$ cat src/rtl/vm_keypad_pkg.sv
// Shared definitions for the vending machine keypad scanner.
// Holds the scan FSM state type, the idle/initial line patterns, the key
// codes the vending_machine FSM cares about, and a helper that picks the
// winning row when several rows of one column are low together.
package vm_keypad_pkg;

  typedef enum logic [1:0] {
    SCAN     = 2'd0,
    DEBOUNCE = 2'd1,
    HOLD     = 2'd2,
    RELEASE  = 2'd3
  } scan_state_t;

  // Column 0 driven low; all rows released (lines are active-low).
  localparam logic [3:0] COL_INIT = 4'b1110;
  localparam logic [3:0] ROW_IDLE = 4'b1111;

  // Key codes are {col_idx, row_idx}.
  localparam logic [3:0] KEY_1 = 4'h1;
  localparam logic [3:0] KEY_8 = 4'h8;  // $1 coin
  localparam logic [3:0] KEY_9 = 4'h9;  // $5 note
  localparam logic [3:0] KEY_C = 4'hC;  // count+
  localparam logic [3:0] KEY_F = 4'hF;  // OK

  // Index of the lowest low bit; scanning downward lets the lowest index
  // overwrite any higher one.
  function automatic logic [1:0] lowest_low_row(input logic [3:0] rows);
    logic [1:0] idx;
    idx = 2'd0;
    for (int i = 3; i >= 0; i--) begin
      if (!rows[i]) idx = 2'(i);
    end
    return idx;
  endfunction

endpackage

$ cat src/rtl/keypad_row_sync.sv
// Two-flop synchroniser for the asynchronous keypad row lines.
// Both stages reset to all-ones so a reset never looks like a keypress.
// Ports:
//   clk   - system clock
//   reset - synchronous, active-high reset
//   d     - asynchronous input lines
//   q     - synchronised copy of d, two clk cycles later
module keypad_row_sync #(
  parameter int WIDTH = 4
) (
  input  logic             clk,
  input  logic             reset,
  input  logic [WIDTH-1:0] d,
  output logic [WIDTH-1:0] q
);

  logic [WIDTH-1:0] meta_reg;
  logic [WIDTH-1:0] sync_reg;

  always_ff @(posedge clk) begin
    if (reset) begin
      meta_reg <= '1;
      sync_reg <= '1;
    end else begin
      meta_reg <= d;
      sync_reg <= meta_reg;
    end
  end

  assign q = sync_reg;

endmodule

$ cat src/rtl/keypad_scan_ctrl.sv
// 4x4 matrix keypad scan controller for the vending machine.
// Walks an active-low column strobe, samples the synchronised active-low
// rows, debounces press and release, and reports each physical keypress
// once as a key code with a single-cycle valid strobe.
// Ports:
//   clk       - system clock
//   reset     - synchronous, active-high reset
//   row       - keypad row lines, active-low, asynchronous to clk
//   shift_col - column drive, exactly one bit low
//   key_code  - {col_idx, row_idx} of the last accepted key
//   key_valid - one-cycle pulse when key_code updates
//   key_held  - high from the key_valid cycle until release is debounced
module keypad_scan_ctrl
  import vm_keypad_pkg::*;
#(
  parameter int SCAN_DIV        = 1000,
  parameter int DEBOUNCE_CYCLES = 50000
) (
  input  logic       clk,
  input  logic       reset,
  input  logic [3:0] row,
  output logic [3:0] shift_col,
  output logic [3:0] key_code,
  output logic       key_valid,
  output logic       key_held
);

  localparam int COL_W = $clog2(SCAN_DIV);
  localparam int DEB_W = $clog2(DEBOUNCE_CYCLES);
  localparam logic [COL_W-1:0] COL_LAST = COL_W'(SCAN_DIV - 1);
  localparam logic [DEB_W-1:0] DEB_LAST = DEB_W'(DEBOUNCE_CYCLES - 1);

  logic [3:0]       row_s;
  scan_state_t      state_reg;
  logic [COL_W-1:0] col_cnt_reg;
  logic [DEB_W-1:0] deb_cnt_reg;
  logic [1:0]       col_ptr_reg;
  logic [3:0]       shift_col_reg;
  logic [1:0]       key_col_reg;
  logic [1:0]       key_row_reg;
  logic [3:0]       pat_reg;
  logic [3:0]       key_code_reg;
  logic             key_valid_reg;
  logic             key_held_reg;

  keypad_row_sync #(
    .WIDTH(4)
  ) u_row_sync (
    .clk  (clk),
    .reset(reset),
    .d    (row),
    .q    (row_s)
  );

  always_ff @(posedge clk) begin
    if (reset) begin
      state_reg     <= SCAN;
      col_cnt_reg   <= '0;
      deb_cnt_reg   <= '0;
      col_ptr_reg   <= 2'd0;
      shift_col_reg <= COL_INIT;
      key_col_reg   <= 2'd0;
      key_row_reg   <= 2'd0;
      pat_reg       <= ROW_IDLE;
      key_code_reg  <= 4'd0;
      key_valid_reg <= 1'b0;
      key_held_reg  <= 1'b0;
    end else begin
      key_valid_reg <= 1'b0;
      case (state_reg)
        SCAN: begin
          if (col_cnt_reg == COL_LAST) begin
            if (row_s == ROW_IDLE) begin
              shift_col_reg <= {shift_col_reg[2:0], shift_col_reg[3]};
              col_ptr_reg   <= col_ptr_reg + 2'd1;
              col_cnt_reg   <= '0;
            end else begin
              // Column stays frozen: shift_col/col_ptr are not advanced.
              key_col_reg <= col_ptr_reg;
              key_row_reg <= lowest_low_row(row_s);
              pat_reg     <= row_s;
              deb_cnt_reg <= '0;
              state_reg   <= DEBOUNCE;
            end
          end else begin
            col_cnt_reg <= col_cnt_reg + COL_W'(1);
          end
        end

        DEBOUNCE: begin
          if (row_s != pat_reg) begin
            // Bounce or glitch: abandon quietly and move on.
            state_reg     <= SCAN;
            shift_col_reg <= {shift_col_reg[2:0], shift_col_reg[3]};
            col_ptr_reg   <= col_ptr_reg + 2'd1;
            col_cnt_reg   <= '0;
          end else if (deb_cnt_reg == DEB_LAST) begin
            state_reg     <= HOLD;
            key_code_reg  <= {key_col_reg, key_row_reg};
            key_valid_reg <= 1'b1;
            key_held_reg  <= 1'b1;
          end else begin
            deb_cnt_reg <= deb_cnt_reg + DEB_W'(1);
          end
        end

        HOLD: begin
          if (row_s == ROW_IDLE) begin
            state_reg   <= RELEASE;
            deb_cnt_reg <= '0;
          end
        end

        RELEASE: begin
          if (row_s != ROW_IDLE) begin
            // Release bounce: the key is still considered held.
            state_reg <= HOLD;
          end else if (deb_cnt_reg == DEB_LAST) begin
            state_reg     <= SCAN;
            key_held_reg  <= 1'b0;
            shift_col_reg <= {shift_col_reg[2:0], shift_col_reg[3]};
            col_ptr_reg   <= col_ptr_reg + 2'd1;
            col_cnt_reg   <= '0;
          end else begin
            deb_cnt_reg <= deb_cnt_reg + DEB_W'(1);
          end
        end

        default: state_reg <= SCAN;
      endcase
    end
  end

  assign shift_col = shift_col_reg;
  assign key_code  = key_code_reg;
  assign key_valid = key_valid_reg;
  assign key_held  = key_held_reg;

endmodule
$ cat config.mk
export PLATFORM = sky130hd
export DESIGN_NAME = keypad_scan_ctrl
export DESIGN_NICKNAME = d
export VERILOG_FILES = /design/src/rtl/vm_keypad_pkg.sv /design/src/rtl/keypad_row_sync.sv /design/src/rtl/keypad_scan_ctrl.sv
export SDC_FILE = /design/constraint.sdc
export NUM_CORES = 1
export LEC_CHECK = 0
export CELL_PAD_IN_SITES_DETAIL_PLACEMENT = 2
export CELL_PAD_IN_SITES_GLOBAL_PLACEMENT = 2
export CORE_ASPECT_RATIO = 1.4
export CORE_MARGIN = 5
export CORE_UTILIZATION = 41
export CTS_BUF_LIST = sky130_fd_sc_hd__clkbuf_2
export CTS_CLUSTER_DIAMETER = 150
export DETAILED_ROUTE_END_ITERATION = 10
export PLACE_DENSITY_LB_ADDON = 0.05
export SLEW_MARGIN = 25
export SYNTH_ARGS = -nofsm -noshare
export SYNTH_HDL_FRONTEND = slang
export SYNTH_SLANG_ARGS = --single-unit
$ cat constraint.sdc
create_clock -name clk -period 5.1 [get_ports clk]
set_input_delay 1.53 -clock clk [delete_from_list [all_inputs] [get_ports clk]]
set_output_delay 1.53 -clock clk [all_outputs]
set_load 0.01 [all_outputs]
* Word level (Yosys, flattened, before mapping)
Cells that the tools add are included.
** Storage, ports and cells
- Word-level logic and storage cells :: 93
- Output and inout bits :: 10
- Register bits :: 56
- Bits of input ports :: 6
** Operators by class
- Mux-type cells :: 43
- Equal/unequal tests :: 20
- Bitwise operators :: 3
- Reduce and logical (&&, ||, !) cells :: 11
- $add $sub $neg :: 3
** Operators by type and width (number)
- 16-bit 2-to-1 mux :: 6
- 16-bit case mux with 4 select lines :: 1
- 10-bit 2-to-1 mux :: 5
- 2-bit 2-to-1 mux :: 16
- 10-bit case mux with 3 select lines :: 1
- 4-bit 2-to-1 mux :: 5
- 5-bit AND reduction :: 4
- 2-bit != test, second input constant :: 9
- 16-bit by 1-bit adder with 16-bit output, second input constant :: 1
- 16-bit == test, second input constant :: 1
- 4-bit case mux with 3 select lines :: 1
- 10-bit by 1-bit adder with 10-bit output, second input constant :: 1
- 10-bit == test, second input constant :: 1
- 3-bit != test, second input constant :: 3
- 2-bit case mux with 4 select lines :: 1
- 2-bit case mux with 3 select lines :: 1
- 3-bit AND reduction :: 2
- 6-bit AND reduction :: 1
- 1-bit 2-to-1 mux :: 5
- 2-bit == test, second input constant :: 2
- 4-bit == test, second input constant :: 1
- 4-bit != test :: 1
- 4-bit != test, second input constant :: 1
- 1-bit NOT :: 3
- other kinds (7) :: 7

* Depth between registers and ports, before layout
- Word-level depth :: 4
- Mapped depth :: 8
- Gate-level depth less buffers :: 6

* Hierarchy
Synthesis repeated with hierarchy kept, for this count alone.
** Unflattened totals
- Cells, all modules :: 307
- Area, all modules :: 2618.8 µm²
** By module, submodules not included
- keypad_scan_ctrl :: instances 1, area an instance 2408.6 µm², sequential area each 960.9 µm², cells an instance 291
- keypad_row_sync :: instances 1, area an instance 210.2 µm², sequential area each 160.2 µm², cells an instance 16

* Least setup slack after synthesis
No wires, ideal clock.
- Kind :: in2reg
- From :: input reset
- To :: register col_cnt_reg[8]
- Buffers on the path :: 0
- Stages on the path :: 4
- Setup slack :: 2598 ps
- Arrival :: 2445 ps
- Required time :: 5043 ps
- Cell sequence :: a311oi_1 > o21ai_0 > o21ai_0 > a21o_1
** RTL lines
- from (decl) :: line keypad_scan_ctrl.sv:20 : input logic reset,
- to (signal assigned) :: line keypad_scan_ctrl.sv:86 : col_cnt_reg <= col_cnt_reg + COL_W'(1);
- to (decl) :: line keypad_scan_ctrl.sv:35 : logic [COL_W-1:0] col_cnt_reg;

* Final worst setup path
- From :: register shift_col_reg[3] (netlist: shift_col[3])
- To :: output shift_col[3]
** RTL lines
- from (decl) :: line keypad_scan_ctrl.sv:38 : logic [3:0] shift_col_reg;
- from (signal assigned) :: line keypad_scan_ctrl.sv:74 : shift_col_reg <= {shift_col_reg[2:0], shift_col_reg[3]};
- from (signal assigned) :: line keypad_scan_ctrl.sv:94 : shift_col_reg <= {shift_col_reg[2:0], shift_col_reg[3]};
- from (signal assigned) :: line keypad_scan_ctrl.sv:121 : shift_col_reg <= {shift_col_reg[2:0], shift_col_reg[3]};
- to (decl) :: line keypad_scan_ctrl.sv:22 : output logic [3:0] shift_col,
No word-level cell between the ends.

==> impl_metrics.toml <==
[logic_synthesis]
synth.cell_area_mm2 = 0.00274
post_synth_top_cells = "56 x sky130_fd_sc_hd__dfxtp_1, 29 x sky130_fd_sc_hd__nand2_1, 23 x sky130_fd_sc_hd__nor2_1, 18 x sky130_fd_sc_hd__nand3_1, 14 x sky130_fd_sc_hd__mux2i_1"
synth.largest_area_cell = "sky130_fd_sc_hd__dfxtp_1"
yosys_register_bits = 56
yosys.area_share.xor_xnor = 0.0128
synth_edf_count = 0
synth_nets = 322
synth-simple-area-share = 0.304
synth_area_per_cell_um2 = 8.73
synth.mux.area_fraction = 0.0552
synth-compound-area-share = 0.177
netlist_top_cells_area = "sky130_fd_sc_hd__dfxtp_1 41%, sky130_fd_sc_hd__mux2i_1 5.1%, sky130_fd_sc_hd__nand2_1 4.0%"
combinational_family_with_the_most_area_after_synthesis = "simple AND/OR/NAND/NOR gates"
adder_cell_share_of_the_synthesized_area = 0.00913
synth_largest_type_area_fraction = 0.409
synth_most_common_cell = "sky130_fd_sc_hd__dfxtp_1"
dominantRegCellSynth = "sky130_fd_sc_hd__dfxtp_1"
synth_seq_area_share = 0.409
synth_cell_type_count = 57
async_set_reset_flop_share_out_of_synthesis = 0
post_synthesis_cells = 314
ys_warn_count = 0

[routing]
top_layer_used = "met4"
routed_wirelength_mm = 7.47
num_vias = 2415
avgRoutedWirePerCell_um = 18.7
vias_per_cell = 6.05
met1Wirelength_mm = 3.31
drt_pre_antenna_iters = 4
met3_wirelength_um = 111
antenna_left = 0
drt-initial-drc-count = 72
post-route-drc-count = 0
detailroute.wirelength.met2_mm = 3.95

[layout]
diodes = 0
final_net_count = 332
non_filler_instance_count_after_layout = 399
syn2layout_area_growth_pct = 9.49
n_fill_cell = 757
post-route-util = 0.457
drive_above_1_share = 0.0923
largest_register_ff_count = 16

[clock_tree]
h-tree-depth = 2
clock_tree_buffer_depth = 2
tritoncts = "built"
cts_buffers = 5
cts_resized = 0
cts-hold-fix-buffers = 0
cts_setup_buffers = 0
cts.reportedPaths.clkPinSlew_ps = 330
worstSkewPairLatency_ps = 490
tritoncts_num_sinks = 56
cts_root_buffer = "sky130_fd_sc_hd__clkbuf_2"

[setup_path]
timing_worst_setup_path_type = "reg2out"
crit_slowest_cell = "sky130_fd_sc_hd__clkdlybuf4s50_1"
critical_path.endpoint_type = "output port"
cp_cell_sequence = "clkdlybuf4s50_1"
cp_data_arrival_time_ps = 1480
worstPathMaxFanout = 3
timing.critical_path.max_delay_family = "buffers and inverters"
max_stage_delay_ps = 550
timing.critical_path.required_ps = 3570
startpoint_type = "flip-flop"
cp_num_buf_inv = 1

[timing]
report.final.slew_viol_count = 0
final-hold-violation-count = 0
final.setup_skew_ps = 28.2
whs_ps = 460
setup_total_negative_slack_ps = 0
achievable-frequency_mhz = 333
unrepaired_setup_endpoints_after_global_routing = "false"
setup_viol_count_final = 0
max-slew-margin-rel = 0.321
worst_slew_pin_slew_ps = 1010
final_min_period_ps = 3010
min_period_over_period = 0.589

[placement]
detailed_place_hpwl_mm = 5.33
place.gp.congestion = 0.770
placedCellCount = 391
io_buffer_count = 15

[grt]
vias_in_the_first_global_route = 2563
grt_max_degree = 50
grt_overflow = 0
grt_util_all_layers = 0.191
grt_antenna_before_repair = 0
wire_length_of_the_first_global_routing_pass_mm = 12.9

[floorplan]
rows = 35
die-width_um = 79.1
fp.coreArea_mm2 = 0.00657
die_y_um = 107
io_pins = 16
floorplan.die_area_mm2 = 0.00844
initial_core_util = 0.417

[pwr]
swShare = 0.277
worst_ir_drop_vdd_mv = 0.134
sequentialPowerShare = 0.656
pwr_density_cell_mw_per_mm2 = 229
clkPwrFrac = 0.294
power.total_w = 0.000688
p_int_w = 0.000497
combinationalPowerShare = 0.051
total_leakage_power_nw = 1.06
net-switching-power_w = 0.000191

[outcome]
outcome = "completed"

[worst_hold_path]
hp-class = "reg2reg"

[flow_run]
maxCapViolations = 0
## worst reg2reg max path, stage by stage, from the launching register on
cell and delay (ps):
sky130_fd_sc_hd__dfxtp_1 910, sky130_fd_sc_hd__nand2b_1 240, sky130_fd_sc_hd__a21boi_0 210, sky130_fd_sc_hd__a21oi_2 590
sky130_fd_sc_hd__or4b_1 490, sky130_fd_sc_hd__a31oi_1 180
## power groups by stage
| stage | combinational [W] | clock (W) | sequential (W) |
|---|---|---|---|
| floorplan | 0.0000223 | 0 | 0.000457 |
| global placement | 0.0000344 | 0 | 0.000458 |
| detailed placement | 0.0000357 | 0 | 0.000458 |
| CTS | 0.0000357 | 0.000209 | 0.000451 |
| global route | 0.0000392 | 0.000224 | 0.000453 |
| finish | 0.0000349 | 0.000202 | 0.000451 |
## layer usage
layer  track usage  up-vias
met5             0        -
met4        0.0602        0
met3        0.0303        7
met2         0.347       20
met1         0.225     1191
li1              -     1197
## cells by family after synthesis
kind of cell | after synthesis
xor+xnor | 4
compound gates | 66
fa+ha+maj | 2
simple gates | 147
flops | 56
buf+inv | 24
mux | 15
## area by class of cell
cell class                      count  area (um^2)  share of cell area
Multi-Input combinational cell    234         1540               0.513
Sequential cell                    56         1120               0.373
Timing Repair Buffer               17          160              0.0534
Tap cell                           74         92.6              0.0308
Inverter                           10         37.5              0.0125
Clock buffer                        5         25.0             0.00834
Clock inverter                      3         25.0             0.00834
## through the flow
stage                     worst slack, ps  area [um^2]
after floorplan                      2600         2740
after global placement               1810         2940
after detailed placement             1740         2950
after CTS                            2060         3000
after global routing                 2000         3000
final                                2090         3000
## placed cells by master (no fill, tap or decap), drive strengths merged, types with 3 or more instances in the layout
master and n:
and2 6, buf 3, inv 12, or2 10, a21o 7, a31oi 3, nand2 29, o211ai 4
nor3 10, o21ai 7, nand3 18, or4 3, xnor2 4, clkbuf 5, nand4 14, nand2b 4
a211o 3, o311ai 5, dfxtp 56, and3 5, a21oi 11, mux2i 14, nor4 10, a211oi 3
o31ai 5, clkdlybuf4s50 14, nor2 23
## final timing paths
kind / cells past startpoint / slack [ps] / endpoint / from
setup / recovery: 1 / 2090 / shift_col[3] / shift_col[3]
hold / removal: 1 / 460 / u_row_sync.q[1] / u_row_sync.meta_reg[1]
setup reg to reg: 5 / 2450 / deb_cnt_reg[15] / state_reg[0]
hold reg to reg: 1 / 460 / u_row_sync.q[1] / u_row_sync.meta_reg[1]
Note: power is estimated with default switching activity, not from simulation.
